$ cat src/rtl/alu_pkg.sv
// rtl/alu_pkg.sv - op codes, FSM states and helpers shared by iter_alu and its bench.
package alu_pkg;

  localparam logic [3:0] OP_AND   = 4'b0000;
  localparam logic [3:0] OP_OR    = 4'b0001;
  localparam logic [3:0] OP_ADD   = 4'b0010;
  localparam logic [3:0] OP_MULT  = 4'b0011;
  localparam logic [3:0] OP_MULTU = 4'b0100;
  localparam logic [3:0] OP_SLTU  = 4'b0101;
  localparam logic [3:0] OP_SUB   = 4'b0110;
  localparam logic [3:0] OP_SLT   = 4'b0111;
  localparam logic [3:0] OP_SLL   = 4'b1000;
  localparam logic [3:0] OP_SRL   = 4'b1001;
  localparam logic [3:0] OP_SRA   = 4'b1010;
  localparam logic [3:0] OP_MFHI  = 4'b1011;
  localparam logic [3:0] OP_NOR   = 4'b1100;
  localparam logic [3:0] OP_DIV   = 4'b1101;
  localparam logic [3:0] OP_DIVU  = 4'b1110;
  localparam logic [3:0] OP_MFLO  = 4'b1111;

  typedef enum logic [1:0] {
    S_IDLE = 2'd0,
    S_RUN  = 2'd1,
    S_DONE = 2'd2
  } state_e;

  function automatic logic is_muldiv(input logic [3:0] op);
    return (op == OP_MULT) || (op == OP_MULTU) || (op == OP_DIV) || (op == OP_DIVU);
  endfunction

  function automatic logic is_signed_op(input logic [3:0] op);
    return (op == OP_MULT) || (op == OP_DIV);
  endfunction

endpackage

$ cat src/rtl/mdu_iter.sv
// rtl/mdu_iter.sv - iterative shift-add multiplier / restoring divider on operand magnitudes.
module mdu_iter #(
  parameter int W = 32
) (
  input  logic         clk,
  input  logic         reset_n,
  input  logic         start,
  input  logic         is_div,
  input  logic         is_signed,
  input  logic [W-1:0] a,
  input  logic [W-1:0] b,
  output logic         done,
  output logic [W-1:0] hi,
  output logic [W-1:0] lo
);

  localparam int SW = $clog2(W);

  logic [W-1:0]   hi_q, hi_d, lo_q, lo_d, b_q, b_d;
  logic [SW-1:0]  cnt_q, cnt_d;
  logic           run_q, run_d, div_q, div_d;
  logic           negq_q, negq_d, negr_q, negr_d, div0_q, div0_d;
  logic [W-1:0]   a_mag, b_mag;
  logic [W:0]     mul_sum, div_shift, div_diff;
  logic [2*W-1:0] prod, prod_fix;
  logic [W-1:0]   quo, rem;

  assign a_mag = (is_signed && a[W-1]) ? -a : a;
  assign b_mag = (is_signed && b[W-1]) ? -b : b;

  // hi_q is the accumulator (mul) or partial remainder (div); lo_q shifts the other operand out.
  assign mul_sum   = {1'b0, hi_q} + (lo_q[0] ? {1'b0, b_q} : {(W+1){1'b0}});
  assign div_shift = {hi_q, lo_q[W-1]};
  assign div_diff  = div_shift - {1'b0, b_q};

  always_comb begin
    hi_d   = hi_q;
    lo_d   = lo_q;
    b_d    = b_q;
    cnt_d  = cnt_q;
    run_d  = run_q;
    div_d  = div_q;
    negq_d = negq_q;
    negr_d = negr_q;
    div0_d = div0_q;
    if (start) begin
      hi_d   = '0;
      lo_d   = a_mag;
      b_d    = b_mag;
      cnt_d  = SW'(W - 1);
      run_d  = 1'b1;
      div_d  = is_div;
      negq_d = is_signed & (a[W-1] ^ b[W-1]);
      negr_d = is_signed & is_div & a[W-1];
      div0_d = is_div & (b == '0);
    end else if (run_q) begin
      if (div_q) begin
        if (!div_diff[W]) begin
          hi_d = div_diff[W-1:0];
          lo_d = {lo_q[W-2:0], 1'b1};
        end else begin
          hi_d = div_shift[W-1:0];
          lo_d = {lo_q[W-2:0], 1'b0};
        end
      end else begin
        hi_d = mul_sum[W:1];
        lo_d = {mul_sum[0], lo_q[W-1:1]};
      end
      if (cnt_q == '0) run_d = 1'b0;
      else             cnt_d = cnt_q - 1'b1;
    end
  end

  always_ff @(posedge clk or negedge reset_n) begin
    if (!reset_n) begin
      hi_q   <= '0;
      lo_q   <= '0;
      b_q    <= '0;
      cnt_q  <= '0;
      run_q  <= 1'b0;
      div_q  <= 1'b0;
      negq_q <= 1'b0;
      negr_q <= 1'b0;
      div0_q <= 1'b0;
    end else begin
      hi_q   <= hi_d;
      lo_q   <= lo_d;
      b_q    <= b_d;
      cnt_q  <= cnt_d;
      run_q  <= run_d;
      div_q  <= div_d;
      negq_q <= negq_d;
      negr_q <= negr_d;
      div0_q <= div0_d;
    end
  end

  assign done = run_q && (cnt_q == '0);

  // Sign fix-up; a zero divisor yields an all-ones quotient and the dividend as remainder.
  assign prod     = {hi_q, lo_q};
  assign prod_fix = negq_q ? -prod : prod;
  assign quo      = div0_q ? '1 : (negq_q ? -lo_q : lo_q);
  assign rem      = negr_q ? -hi_q : hi_q;

  assign hi = div_q ? rem : prod_fix[2*W-1:W];
  assign lo = div_q ? quo : prod_fix[W-1:0];

endmodule

$ cat src/rtl/iter_alu.sv
// rtl/iter_alu.sv - registered ALU with single-cycle ops and iterative mul/div into HI/LO.
module iter_alu
  import alu_pkg::*;
#(
  parameter int W = 32,
  localparam int SW = $clog2(W)
) (
  input  logic          clk,
  input  logic          reset_n,
  input  logic          i_valid,
  output logic          o_ready,
  input  logic [3:0]    i_op,
  input  logic [W-1:0]  i_data1,
  input  logic [W-1:0]  i_data2,
  input  logic [SW-1:0] shamt,
  output logic          o_valid,
  output logic [W-1:0]  o_result,
  output logic          o_zero,
  output logic [W-1:0]  o_hi,
  output logic [W-1:0]  o_lo
);

  state_e        state_q, state_d;
  logic [3:0]    op_q, op_d;
  logic [W-1:0]  d1_q, d1_d, d2_q, d2_d;
  logic [SW-1:0] sh_q, sh_d;
  logic          pend_q, pend_d, valid_q, valid_d;
  logic [W-1:0]  result_q, result_d, hi_q, hi_d, lo_q, lo_d;
  logic [W-1:0]  alu_res, mdu_hi, mdu_lo;
  logic          accept, md_op, mdu_start, mdu_done;

  assign accept    = i_valid && (state_q == S_IDLE);
  assign md_op     = is_muldiv(i_op);
  assign mdu_start = accept && md_op;

  mdu_iter #(.W(W)) u_mdu (
    .clk       (clk),
    .reset_n   (reset_n),
    .start     (mdu_start),
    .is_div    (i_op[3]),
    .is_signed (is_signed_op(i_op)),
    .a         (i_data1),
    .b         (i_data2),
    .done      (mdu_done),
    .hi        (mdu_hi),
    .lo        (mdu_lo)
  );

  always_comb begin
    alu_res = '0;
    case (op_q)
      OP_AND:  alu_res = d1_q & d2_q;
      OP_OR:   alu_res = d1_q | d2_q;
      OP_ADD:  alu_res = d1_q + d2_q;
      OP_SUB:  alu_res = d1_q - d2_q;
      OP_NOR:  alu_res = ~(d1_q | d2_q);
      OP_SLT:  alu_res = {{(W-1){1'b0}}, $signed(d1_q) < $signed(d2_q)};
      OP_SLTU: alu_res = {{(W-1){1'b0}}, d1_q < d2_q};
      OP_SLL:  alu_res = d2_q << sh_q;
      OP_SRL:  alu_res = d2_q >> sh_q;
      OP_SRA:  alu_res = $signed(d2_q) >>> sh_q;
      OP_MFHI: alu_res = hi_q;
      OP_MFLO: alu_res = lo_q;
      default: alu_res = '0;
    endcase
  end

  // Single-cycle ops: operands captured on accept, result registered one edge later.
  always_comb begin
    state_d  = state_q;
    op_d     = op_q;
    d1_d     = d1_q;
    d2_d     = d2_q;
    sh_d     = sh_q;
    pend_d   = 1'b0;
    valid_d  = 1'b0;
    result_d = result_q;
    hi_d     = hi_q;
    lo_d     = lo_q;
    if (accept) begin
      op_d   = i_op;
      d1_d   = i_data1;
      d2_d   = i_data2;
      sh_d   = shamt;
      pend_d = !md_op;
    end
    if (pend_q) begin
      result_d = alu_res;
      valid_d  = 1'b1;
    end
    case (state_q)
      S_IDLE: if (mdu_start) state_d = S_RUN;
      S_RUN:  if (mdu_done) state_d = S_DONE;
      S_DONE: begin
        hi_d     = mdu_hi;
        lo_d     = mdu_lo;
        result_d = mdu_lo;
        valid_d  = 1'b1;
        state_d  = S_IDLE;
      end
      default: state_d = S_IDLE;
    endcase
  end

  always_ff @(posedge clk or negedge reset_n) begin
    if (!reset_n) begin
      state_q  <= S_IDLE;
      op_q     <= '0;
      d1_q     <= '0;
      d2_q     <= '0;
      sh_q     <= '0;
      pend_q   <= 1'b0;
      valid_q  <= 1'b0;
      result_q <= '0;
      hi_q     <= '0;
      lo_q     <= '0;
    end else begin
      state_q  <= state_d;
      op_q     <= op_d;
      d1_q     <= d1_d;
      d2_q     <= d2_d;
      sh_q     <= sh_d;
      pend_q   <= pend_d;
      valid_q  <= valid_d;
      result_q <= result_d;
      hi_q     <= hi_d;
      lo_q     <= lo_d;
    end
  end

  assign o_ready  = (state_q == S_IDLE);
  assign o_valid  = valid_q;
  assign o_result = result_q;
  assign o_zero   = (result_q == '0);
  assign o_hi     = hi_q;
  assign o_lo     = lo_q;

endmodule

$ cat config.mk
export PLATFORM = sky130hd
export DESIGN_NAME = iter_alu
export DESIGN_NICKNAME = d
export VERILOG_FILES = /design/src/rtl/alu_pkg.sv /design/src/rtl/mdu_iter.sv /design/src/rtl/iter_alu.sv
export SDC_FILE = /design/constraint.sdc
export NUM_CORES = 1
export LEC_CHECK = 0
export CORE_MARGIN = 5
export CORE_UTILIZATION = 50
export CTS_CLUSTER_DIAMETER = 80
export CTS_CLUSTER_SIZE = 16
export DETAILED_ROUTE_END_ITERATION = 12
export PLACE_DENSITY_LB_ADDON = 0.05
export REMOVE_ABC_BUFFERS = 1
export SLEW_MARGIN = 20
export SYNTH_ARGS = -nofsm -noshare
export SYNTH_HDL_FRONTEND = slang
export SYNTH_SLANG_ARGS = --single-unit
$ cat constraint.sdc
create_clock -name clk -period 6.45 [get_ports clk]
set_input_delay 0.9675 -clock clk [delete_from_list [all_inputs] [get_ports clk]]
set_output_delay 0.9675 -clock clk [all_outputs]
set_load 0.01 [all_outputs]
==> reports/metrics.yaml <==
wirelength_mm: 124
worstHoldPathType: "in2async"
chipWidth_um: 243
grtUsageMet1_pct: 49.2
drive_above_1_share_pct: 6.41
fin_util_pct: 56.0
rsz0062_at_grt: "no"
dieArea_sq_um: 59300
firstDrtPassIters: 7
fmax_mhz: 216
p_sw_share_pct: 56.1
drc_errors: 0
met2_usage_pct: 64.0
hold_ws_ns: 0.322
ys_ff_latch: 279
setup_viol: 0
grt_most_used_layer: "met2"
finalCritPeriodShare_pct: 71.9
tightest_slew_ns: 1.24
cp_max_fo: 30
vias: 29100
pwr-share-comb_pct: 71.4
holdBufCountCts: 0
cp_data_required_time_ns: 6.93
yosys_warnings: 0
start_kind: "flop"
reg2reg_setup_slack_ns: 1.81
path_clk_slew_ns: 0.08
syn_area_per_cell_sq_um: 7.92
syn_area_sq_um: 27300
max-vdd-ir-drop_mv: 0.393
grt_usage_pct: 39.8
outcome: "complete, no violations"
power_leakage_nw: 12.7
synth-edff-count: 0
cap_violations: 0
rows: 85
crit_type: "reg2reg"
ios: 175
post-place-ws_ns: 1.89
grt_antenna_before_repair: 10
cts.repair.resized: 0
fp.coreArea_sq_um: 53900
p_seq_share_pct: 19.7
cts_root_buf: "clkbuf_16"
setup.worst_path.start: "u_mdu.lo_q[31]"
grt_first_pass_wirelength_mm: 182
die_y_um: 243
period_needed_ns: 4.64
cts_buffers: 28
clock_latency_ns: 0.62
initial_core_util_pct: 50.5
grt_pass1_vias: 28100
avgViaCountPerCell: 6.97
gp_congestion: 1.05
ys_dominant_reg_cell: "dfrtp_1"
clockBufferDepth: 3
final_nets: 3710
cts_tree: "done"
place_area_sq_um: 29300
grt_start_max_net_pins: 164
use_met3_pct: 9.54
relSlewSlack_pct: 17.4
drt.antenna.violating_nets: 0
synth_cells: 3443
fin_area_sq_um: 30200
detail_route.iter0.violations: 4239
post_cts_buffers: 0
yosysUniqueCellTypes: 104
power.internal_mw: 8.61
finalWorstSetupSlack_ns: 1.81
critPathCaptureType: "flop"
ys_seq_area_share_pct: 25.6
io_buffers: 174
r2r-start: "u_mdu.lo_q[31]"
crit_arrival_ns: 5.12
wire_per_inst_um: 29.6
power.density_nw_per_um2: 649
htree_levels: 1
synthArstFlopShare_pct: 100
p_sw_mw: 11.0
clkPwrFrac_pct: 8.9
syn_to_final_growth_pct: 10.9
skew_ns: 0.0477
dp_hpwl_mm: 94.6
overflow: 0
cts_num_sinks: 279
fin_total_pwr_mw: 19.6
hold_violations: 0
drv_slew: 0
[final timing paths]
path,endpoint,cells after the start
worst max-delay path,u_mdu.hi_q[11],14
worst min-delay path,d2_q[5],1
worst max register to register,u_mdu.hi_q[11],14
worst min register to register,u_mdu.b_q[22],2
max in group asynchronous,o_hi[19],2
min in group clk,u_mdu.b_q[22],2
[kinds of logic (layout without fill, tap and decap cells)]
logic type               Yosys count  after routing  synth area share (%)
AO/OA/AOI/OAI                   1165           1165                  27.5
XOR/XNOR                         192            192                  6.17
adder cells (fa/ha/maj)          173            173                  8.05
buffers and inverters            407            444                  6.05
flip-flops                       279            279                  25.6
multiplexers                     190            190                  8.63
other                              0              4                     0
AND/OR/NAND/NOR                 1037           1037                  18.0
[layout make-up]
type / instances / area (sq um)
Fill cell: 4972 / 23700
Multi-Input combinational cell: 2757 / 18700
Sequential cell: 279 / 6990
Timing Repair Buffer: 217 / 2080
Tap cell: 696 / 871
Clock buffer: 33 / 741
Inverter: 178 / 668
Clock inverter: 16 / 173
Antenna cell: 4 / 10.0
[power groups by stage]
stage | clock (mW) | sequential, mW | combinational, mW
CTS | 1.76 | 3.78 | 13.6
floorplan | 0 | 3.58 | 9.12
detailed placement | 0 | 3.81 | 13.5
global placement | 0 | 3.77 | 13.4
global route | 1.84 | 3.90 | 14.9
finish | 1.75 | 3.86 | 14.0
[layout by cell type, fill, tap and decap left out, types with 28 or more instances in the layout]
cell type        netlist  final
ha_1                 169    169
nor2_1               280    276
or3_1                 39     39
mux2i_1              124    124
clkdlybuf4s50_1        0    173
nand2_1              384    383
mux4_2                32     32
dfrtp_1              279    274
clkbuf_16              0     29
a211oi_1              42     42
nor4_1                29     28
a22oi_1               28     28
buf_4                 11     42
a31oi_1               35     35
inv_1                173    172
mux2_2                30     30
nand3_1               56     56
nor2b_1               34     33
o21ai_1               47     47
o21ai_0              301    301
xnor2_1              117    117
nand4_1               29     29
o31ai_1               30     30
o211ai_1              79     79
a21o_1                68     68
nor3_1                55     51
xor2_1                75     75
a21oi_1              289    289
[sequential cells by signal, indices dropped and copies added, names as in the netlist, 32 cells and up]
signal	cells
o_hi	32
d2_q	32
d1_q	32
o_result	32
u_mdu.lo_q	32
o_lo	32
u_mdu.b_q	32
u_mdu.hi_q	32
[routing by layer]
metal / part of all wire [%] / vias up
met5: 0.072 / -
met4: 7.1 / 14
met3: 11 / 449
met2: 45 / 1854
met1: 37 / 14200
li1: - / 12600
[cell usage after synthesis (22+ instances only)]
cell	count	area, sq um
a211oi_1	42	315
a21o_1	68	510
a21oi_1	289	1450
a22oi_1	28	210
a31oi_1	35	219
buf_2	25	125
clkbuf_1	168	631
dfrtp_1	279	6980
ha_1	169	2110
inv_1	173	649
mux2_2	30	338
mux2i_1	124	1240
mux4_2	32	721
nand2_1	384	1440
nand2b_1	22	138
nand3_1	56	280
nand4_1	29	181
nor2_1	280	1050
nor2b_1	34	213
nor3_1	55	275
nor4_1	29	181
o211ai_1	79	593
o21ai_0	301	1510
o21ai_1	47	235
o31ai_1	30	225
or3_1	39	244
xnor2_1	117	1020
xor2_1	75	657
[stage by stage]
| stage | instances | TNS, ns |
|---|---|---|
| after floorplan | 3214 | -19.41 |
| after global placement | 4127 | 0 |
| after detailed placement | 4127 | 0 |
| after CTS | 4176 | 0 |
| after global routing | 4176 | 0 |
| final | 4180 | 0 |
[critical path, cell delays in order (launching register included)]
cell and delay, ns:
dfrtp_1 0.51, inv_1 0.19, ha_1 0.30, inv_1 0.09
fa_1 0.23, a211o_1 0.21, a21oi_1 0.10, a21oi_1 0.40
a2111o_1 0.40, nand2_2 0.13, o311ai_4 0.75, buf_4 0.55
mux2_1 0.38, a21oi_1 0.15, nor2_1 0.06
Power figures use the tool's default switching activity.
